## src/rtl/ysyx_23060096_seq_pkg.sv

```systemverilog
// Shared types for the multi-cycle sequencer: state encoding and counter width default.
// Pure declarations; no timing or backpressure of its own.
package ysyx_23060096_seq_pkg;

    localparam int STATE_W   = 4;
    localparam int CNT_W_DEF = 64;

    typedef enum logic [STATE_W-1:0] {
        IDLE   = 4'd0,
        IFETCH = 4'd1,
        IWAIT  = 4'd2,
        DECODE = 4'd3,
        EXEC   = 4'd4,
        MEM    = 4'd5,
        DWAIT  = 4'd6,
        WB     = 4'd7,
        HALT   = 4'd8
    } state_t;

endpackage

```

## src/rtl/ysyx_23060096_perf_cnt.sv

```systemverilog
// Enable-gated wrapping event counter.
// Latency: count visible the cycle after the enabled edge; no backpressure.
// Wraps silently modulo 2^W.
module ysyx_23060096_perf_cnt #(
    parameter int W = 64
) (
    input  logic         clk,
    input  logic         rst_n,
    input  logic         en,
    output logic [W-1:0] cnt
);

    always_ff @(posedge clk or negedge rst_n) begin
        if (!rst_n) cnt <= '0;
        else if (en) cnt <= cnt + 1'b1;
    end

endmodule

```

## src/rtl/ysyx_23060096_mc_seq.sv

```systemverilog
// Multi-cycle fetch/decode/exec/mem/wb sequencer; optional perf counters under YSYX_23060096_SEQ_PERF_EN.
// Latency: 4 cycles ALU, 5 cycles load/store, +1 per memory wait cycle.
// Backpressure: req_valid held until ready; responses waited for in IWAIT/DWAIT.
module ysyx_23060096_mc_seq
    import ysyx_23060096_seq_pkg::*;
#(
    parameter int CNT_W = CNT_W_DEF
) (
    input  logic             clk,
    input  logic             rst_n,
    output logic             imem_req_valid,
    input  logic             imem_req_ready,
    input  logic             imem_rsp_valid,
    output logic             dmem_req_valid,
    input  logic             dmem_req_ready,
    input  logic             dmem_rsp_valid,
    input  logic             dec_reg_wr,
    input  logic             dec_mem_rd,
    input  logic             dec_mem_wr,
    input  logic             dec_ebreak,
    output logic             ir_we,
    output logic             pc_we,
    output logic             rf_we,
`ifdef YSYX_23060096_SEQ_PERF_EN
    output logic [CNT_W-1:0] cycle_cnt,
    output logic [CNT_W-1:0] instret_cnt,
`endif
    output logic             halted
);

    state_t state;

    always_ff @(posedge clk or negedge rst_n) begin
        if (!rst_n) begin
            state <= IDLE;
        end else begin
            case (state)
                IDLE:   state <= IFETCH;
                IFETCH: if (imem_req_ready) state <= imem_rsp_valid ? DECODE : IWAIT;
                IWAIT:  if (imem_rsp_valid) state <= DECODE;
                DECODE: state <= EXEC;
                // ebreak takes priority so a halting instruction never touches dmem
                EXEC: begin
                    if (dec_ebreak)                   state <= HALT;
                    else if (dec_mem_rd || dec_mem_wr) state <= MEM;
                    else                              state <= WB;
                end
                MEM:    if (dmem_req_ready) state <= dmem_rsp_valid ? WB : DWAIT;
                DWAIT:  if (dmem_rsp_valid) state <= WB;
                WB:     state <= IFETCH;
                HALT:   state <= HALT;
                default: state <= IDLE;
            endcase
        end
    end

    // Request valids depend on state only, so they never glitch with decoder inputs.
    assign imem_req_valid = (state == IFETCH);
    assign dmem_req_valid = (state == MEM);
    assign ir_we  = imem_rsp_valid && (((state == IFETCH) && imem_req_ready) || (state == IWAIT));
    assign pc_we  = (state == WB);
    assign rf_we  = (state == WB) && dec_reg_wr;
    assign halted = (state == HALT);

`ifdef YSYX_23060096_SEQ_PERF_EN
    ysyx_23060096_perf_cnt #(.W(CNT_W)) u_cycle_cnt (
        .clk   (clk),
        .rst_n (rst_n),
        .en    (state != HALT),
        .cnt   (cycle_cnt)
    );

    ysyx_23060096_perf_cnt #(.W(CNT_W)) u_instret_cnt (
        .clk   (clk),
        .rst_n (rst_n),
        .en    (pc_we),
        .cnt   (instret_cnt)
    );
`endif

endmodule
```

## config.mk

```make
export PLATFORM = sky130hd
export DESIGN_NAME = ysyx_23060096_mc_seq
export DESIGN_NICKNAME = d
export VERILOG_FILES = /design/src/rtl/ysyx_23060096_seq_pkg.sv /design/src/rtl/ysyx_23060096_perf_cnt.sv /design/src/rtl/ysyx_23060096_mc_seq.sv
export SDC_FILE = /design/constraint.sdc
export NUM_CORES = 1
export LEC_CHECK = 0
export CAP_MARGIN = 5
export CORE_AREA = 10 10 47 49
export DETAILED_ROUTE_END_ITERATION = 12
export DIE_AREA = 0 0 57 59
export GPL_TIMING_DRIVEN = 0
export PLACE_DENSITY = 0.51
export SYNTH_ARGS = -nofsm -noshare
export SYNTH_HDL_FRONTEND = slang
export SYNTH_SLANG_ARGS = --single-unit
```

## constraint.sdc

```tcl
create_clock -name clk -period 1.5 [get_ports clk]
set_input_delay 0.3 -clock clk [delete_from_list [all_inputs] [get_ports clk]]
set_output_delay 0.3 -clock clk [all_outputs]
set_load 0.005 [all_outputs]
```

# [After elaboration in Yosys (flattened, before gate mapping)]
# Cells that the tools add are included.
# Widths: inputs -> output; s select.
[totals] output_inout_bits=6 ff_bits=4 wordCells=30
[classes] eq_ne=12 n_reduce_logical=8 mux=9
[op_table] cell="$pmux 4 s8" n=1
[op_table] cell="$mux 4" n=5
[op_table] cell="$eq 4x3->1 const B" n=4
[op_table] cell="$eq 4x2->1 const B" n=2
[op_table] cell="$eq 4x1->1 const B" n=1
[op_table] cell="$eq 4x4->1 const B" n=1
[op_table] cell="$logic_not 4->1" n=1
[op_table] cell="$ne 2x1->1 const B" n=2
[op_table] cell="$ne 2x2->1 const B" n=2
[op_table] cell="$reduce_and 4->1" n=1
[op_table] cell="$logic_and 1x1->1" n=3
[op_table] cell="$logic_or 1x1->1" n=2
[op_table] cell="$mux 1" n=2
[op_table] cell="$mux 2" n=1
[op_table] cell="$reduce_or 2->1" n=1

# [Depth between registers and ports, before layout]
# Gate-level depths: netlist of the first run.
[depth] ltp_word=4 depth_mapped=5

# [Worst setup path before layout of the first run]
# No wires, ideal clock.
[synth_timing] kind="reg-to-output" startpoint="register state[0]" endpoint="output port ir_we" path_stages_with_launch=6 path_buffers=1 arrival_ns=0.979 slack_ns=0.221 required_time_ns=1.200 cell_sequence="dfrtp_1 buf_4 inv_1 nor2_1 a21oi_1 nor4b_1"
[synth_via] elab_chain_len=4 word_cells_on_any_way=5 classes_between="2 x eq/ne; 3 x reduce/logical"
[synth_lines] item="from (decl)" line_no="ysyx_23060096_mc_seq.sv:31" text="state_t state;"
[synth_lines] item="from (signal assigned)" line_no="ysyx_23060096_mc_seq.sv:39" text="IFETCH: if (imem_req_ready) state <= imem_rsp_valid ? DECODE : IWAIT;"
[synth_lines] item="from (signal assigned)" line_no="ysyx_23060096_mc_seq.sv:48" text="MEM: if (dmem_req_ready) state <= dmem_rsp_valid ? WB : DWAIT;"
[synth_lines] item="$eq 4x1->1" line_no="ysyx_23060096_mc_seq.sv:60" text="assign ir_we = imem_rsp_valid && (((state == IFETCH) && imem_req_ready) || (state == IWAIT));"
[synth_lines] item="$logic_and 1x1->1" line_no="ysyx_23060096_mc_seq.sv:60"
[synth_lines] item="$logic_or 1x1->1 *" line_no="ysyx_23060096_mc_seq.sv:60"
[synth_lines] item="$logic_and 1x1->1 *" line_no="ysyx_23060096_mc_seq.sv:60"
[synth_lines] item="to (decl)" line_no="ysyx_23060096_mc_seq.sv:21" text="output logic ir_we,"
# Mark *: on every way between the ends. The rest lies on a longest branch, timed or not.

# [Worst setup path after layout of the first run]
[layout_timing] startpoint="register state[0]" endpoint="output port halted"
[layout_via] elab_chain_len=1
[layout_lines] item="$eq 4x4->1" line_no="ysyx_23060096_mc_seq.sv:63" text="assign halted = (state == HALT);"
[layout_lines] item="to (decl)" line_no="ysyx_23060096_mc_seq.sv:28" text="output logic halted"
# No other way between the ends.

==> results by stage, run 1 <==
Run status:
- The flow ran to the end, but the final reports show violations.
- The checks that failed: setup timing.

Logic synthesis:
- The number of synthesized register bits is 4.
- The cell area after technology mapping is between 300 and 400 um2.
- The number of distinct library cell variants in the gate-level netlist after synthesis is 21.
- The net count after synthesis is 52.
- For this run, the register share of the synthesized area comes to 0.300.
- The number of cells produced by synthesis is 42.
- In this run the mean area of a mapped cell was ~8 um2.
- During synthesis, Yosys emitted a total of 0 warnings.

Cells and area:
- The register with the most flip-flops in the layout has 4 of them.
- Counting flops per register, the top entry is state.
- The number of antenna diodes in the final layout is 0.
- Across the whole layout, storage elements account for 101 um2.
- The post-layout net count is 80.
- The area of combinational cells with multiple inputs is approximately 260 um2.
- The filler cell count in the final layout is roughly 150.
- The count of cells in the finished layout, fillers not included, comes to 84.
- Leaving out fill and tap cells, the most frequent cells in the layout are sky130_fd_sc_hd__buf_4 (9), sky130_fd_sc_hd__clkdlybuf4s50_1 (9), sky130_fd_sc_hd__a21oi_1 (4), sky130_fd_sc_hd__buf_2 (4).
- The area overhead of the layout relative to synthesis is 86.1%.
- In the final layout, the share of cells above drive strength 1 is 0.485.
- In the final layout, the registers with the most flip-flops are state x4.

Critical path:
- Grouping stages by cell kind, the critical path spends the most delay in buffers and inverters.
- Of all nets on the critical path, the largest fanout is 5.
- The worst endpoint required time is about 1.2 ns.
- At the worst endpoint, the arrival time is 1.27 ns.
- The kind of start point of the critical path is a flip-flop.
- The critical path goes through buf_6 > buf_4 > buf_4 > nor3b_2 > buf_2.
- The slowest stage of the critical path is the sky130_fd_sc_hd__dfrtp_1 cell.
- The critical path contains buffers and inverters numbering 4 combined.
- The sort of element at the end of the critical path is a primary output.
- The critical path is of the reg2out type.
- The largest stage delay on the critical path is around 0.36 ns.
- In this design, the critical path's most frequently occurring cell is sky130_fd_sc_hd__buf_4.

Power and ir drop:
- For this design the total switching power over the nets is approximately 0.44 mW.
- Of the total power, the share spent switching nets is 0.393.
- The total power density per cell area is approximately 1800 nW/um2.
- The post-route total power is approximately 1.1 mW.
- Of the total power, the clock network draws 0.120.
- The static leakage is roughly 0.28 nW.
- The portion of total power attributed to combinational logic is 0.721.
- The sequential share of power is 0.159.
- The worst-case IR drop observed on VDD is approximately 640 uV.
- The internal power component is ~0.68 mW.

Place:
- The placed cell count is 73.
- The global placement routability congestion is roughly 0.71.
- Input and output buffers added on the ports amount to 15.
- The post-DP HPWL is approximately 770 um.

Floorplan:
- The region available for standard cell placement spans ~1400 um2.
- The number of ports placed on the die boundary is 16.
- The die width is approximately 57 um.
- The die footprint is ~3400 um2.
- In this run the vertical extent of the chip is 59 um.
- The initialized floorplan defines 14 standard-cell rows.
- The initial standard-cell utilization of the core is 0.238.

STA:
- Headroom to the max-slew limit came out at 0.851.
- The final worst-path cycle share is 1.05.
- Counting I/O delays and the setup requirement, the final critical path takes 1.57 ns.
- The maximum clock frequency is about 640 MHz.
- Setup repair after global routing could not meet its margin everywhere.
- The final setup violation count is 4.
- For the final database, setup skew stands at approximately 0.0041 ns.
- The slew at the pin with the worst max-slew slack is ~0.22 ns.
- The smallest setup slack after layout is -0.0730 ns.
- The number of hold violations in the final report is 0.
- The count of final max-slew check failures is 0.

CTS:
- CTS placed an instance of sky130_fd_sc_hd__clkbuf_4 at the clock tree root.
- For the worst-skew pair, the clock arrives at the later sink with an insertion delay of 0.24 ns.
- Clock-pin slew was measured on the worst setup and hold paths at roughly 0.040 ns.
- The number of buffers created by CTS is 3.
- Clock tree synthesis found a total of 4 sinks.
- The maximum buffer depth of the clock tree is 2.
- The clock tree from TritonCTS is done.
- In this run the number of H-tree levels came out at 1.
- After clock tree synthesis, the flow added hold-fix buffers numbering 0.

Route:
- The number of iterations in the first detailed-routing pass is 3.
- In the final routed layout, each cell accounts on average for between 10 and 15 um.
- The iteration-0 DRC count of the detailed router is 3.
- In the routed layout, each cell is associated on average with a via count of 4.62.
- The total number of vias is a little under 400.
- Once detail routing completed, the nets flagged for antenna violations numbered 0.
- The post-detailed-routing wire length is about 1100 um.
- For this run, design rule violations remaining after detail routing come to 0.

GRT:
- The via count of the first global-routing pass is roughly 360.
- The initial antenna violation count is 0.
- The remaining global-route overflow is 0.
- The global-route wire length before repair is roughly 1600 um.
- In the global route stage, overall resource usage came out at 0.0623.
- The pin count of the biggest net entering global routing is 11.

Run:
- The number of max-cap violations is 0.

Hold path:
- The min-delay analysis places its worst path in the category in2async.
layer usage:
layer  up-vias  part of all wire  track usage
met5         -                 0            0
met4         0             0.012       0.0604
met3         2             0.036       0.0215
met2         8              0.54       0.0915
met1       177              0.41       0.0680
li1        201                 -            -
stage by stage:
step                TNS (ns)  hold WS [ns]  setup WS [ns]   util  instance area, um2
finish                -0.191         0.262        -0.0730  0.444                 622
global route          -0.592         0.262         -0.165  0.444                 622
CTS                   -0.490         0.265         -0.239  0.394                 552
detailed placement     -1.39         0.515         -0.459  0.360                 504
global placement       -1.44         0.514         -0.463  0.360                 504
floorplan                  0       0.00441          0.221      -                 334
power groups by stage:
stage	Clock, mW	Sequential [mW]	Combinational [mW]
CTS	0.138	0.182	0.609
finish	0.134	0.176	0.802
global placement	0	0.185	0.564
floorplan	0	0.174	0.371
detailed placement	0	0.183	0.564
global route	0.149	0.182	0.870
cell type report:
type	instances	share of cell area
multi-input combinational	34	0.410
timing repair buffer	23	0.300
sequential	4	0.163
buffer	3	0.0483
clock buffer	3	0.0362
tap	16	0.0322
inverter	1	0.0101
final timing paths:
kind                          start  endpoint  slack (ns)  cells after the start
hold / removal                rst_n  state[2]        0.26                      1
setup reg to reg           state[0]  state[0]        0.18                      6
hold reg to reg            state[1]  state[3]        0.55                      2
setup / recovery           state[0]    halted       -0.07                      5
max in group asynchronous     rst_n  state[3]        1.05                      1
min in group clk           state[1]  state[3]        0.55                      2
cell usage after synthesis, drive strengths merged:
master / n / area (um2)
nor4b: 2 / 17.5
nand2: 3 / 11.3
nor3: 3 / 15.0
a21oi: 5 / 25.0
or2: 1 / 6.26
nand2b: 3 / 26.3
o21ai: 3 / 18.8
o22a: 1 / 8.76
mux2i: 2 / 20.0
nor3b: 1 / 7.51
buf: 3 / 17.5
a221o: 1 / 10.0
nor2b: 3 / 18.8
a31oi: 1 / 6.26
and2: 1 / 6.26
inv: 1 / 3.75
dfrtp: 4 / 100
nor2: 4 / 15.0
cells by family after synthesis:
family	Yosys count	synth area share
muxes	2	0.0599
AOI/OAI and AO/OA	11	0.206
and+or+nand+nor	21	0.371
buffers and inverters	4	0.0637
DFF	4	0.300
timing repair:
action	CTS	global route
resized for setup	27	12
setup endpoints to repair	6	6
pin swaps	2	3
buffers inserted	1	7
Power figures use the tool's default switching activity.
==> run 2: changes to the inputs <==
--- a/config.mk
+++ b/config.mk
@@ -13,4 +13,5 @@
 export PLACE_DENSITY = 0.51
 export SYNTH_ARGS = -nofsm -noshare
 export SYNTH_HDL_FRONTEND = slang
+export SYNTH_HIERARCHICAL = 1
 export SYNTH_SLANG_ARGS = --single-unit
==> results of run 2 <==
Final layout, timing and power as in run 1 (identical DEF).
Main changes from that run: Yosys warning count 0 -> 6
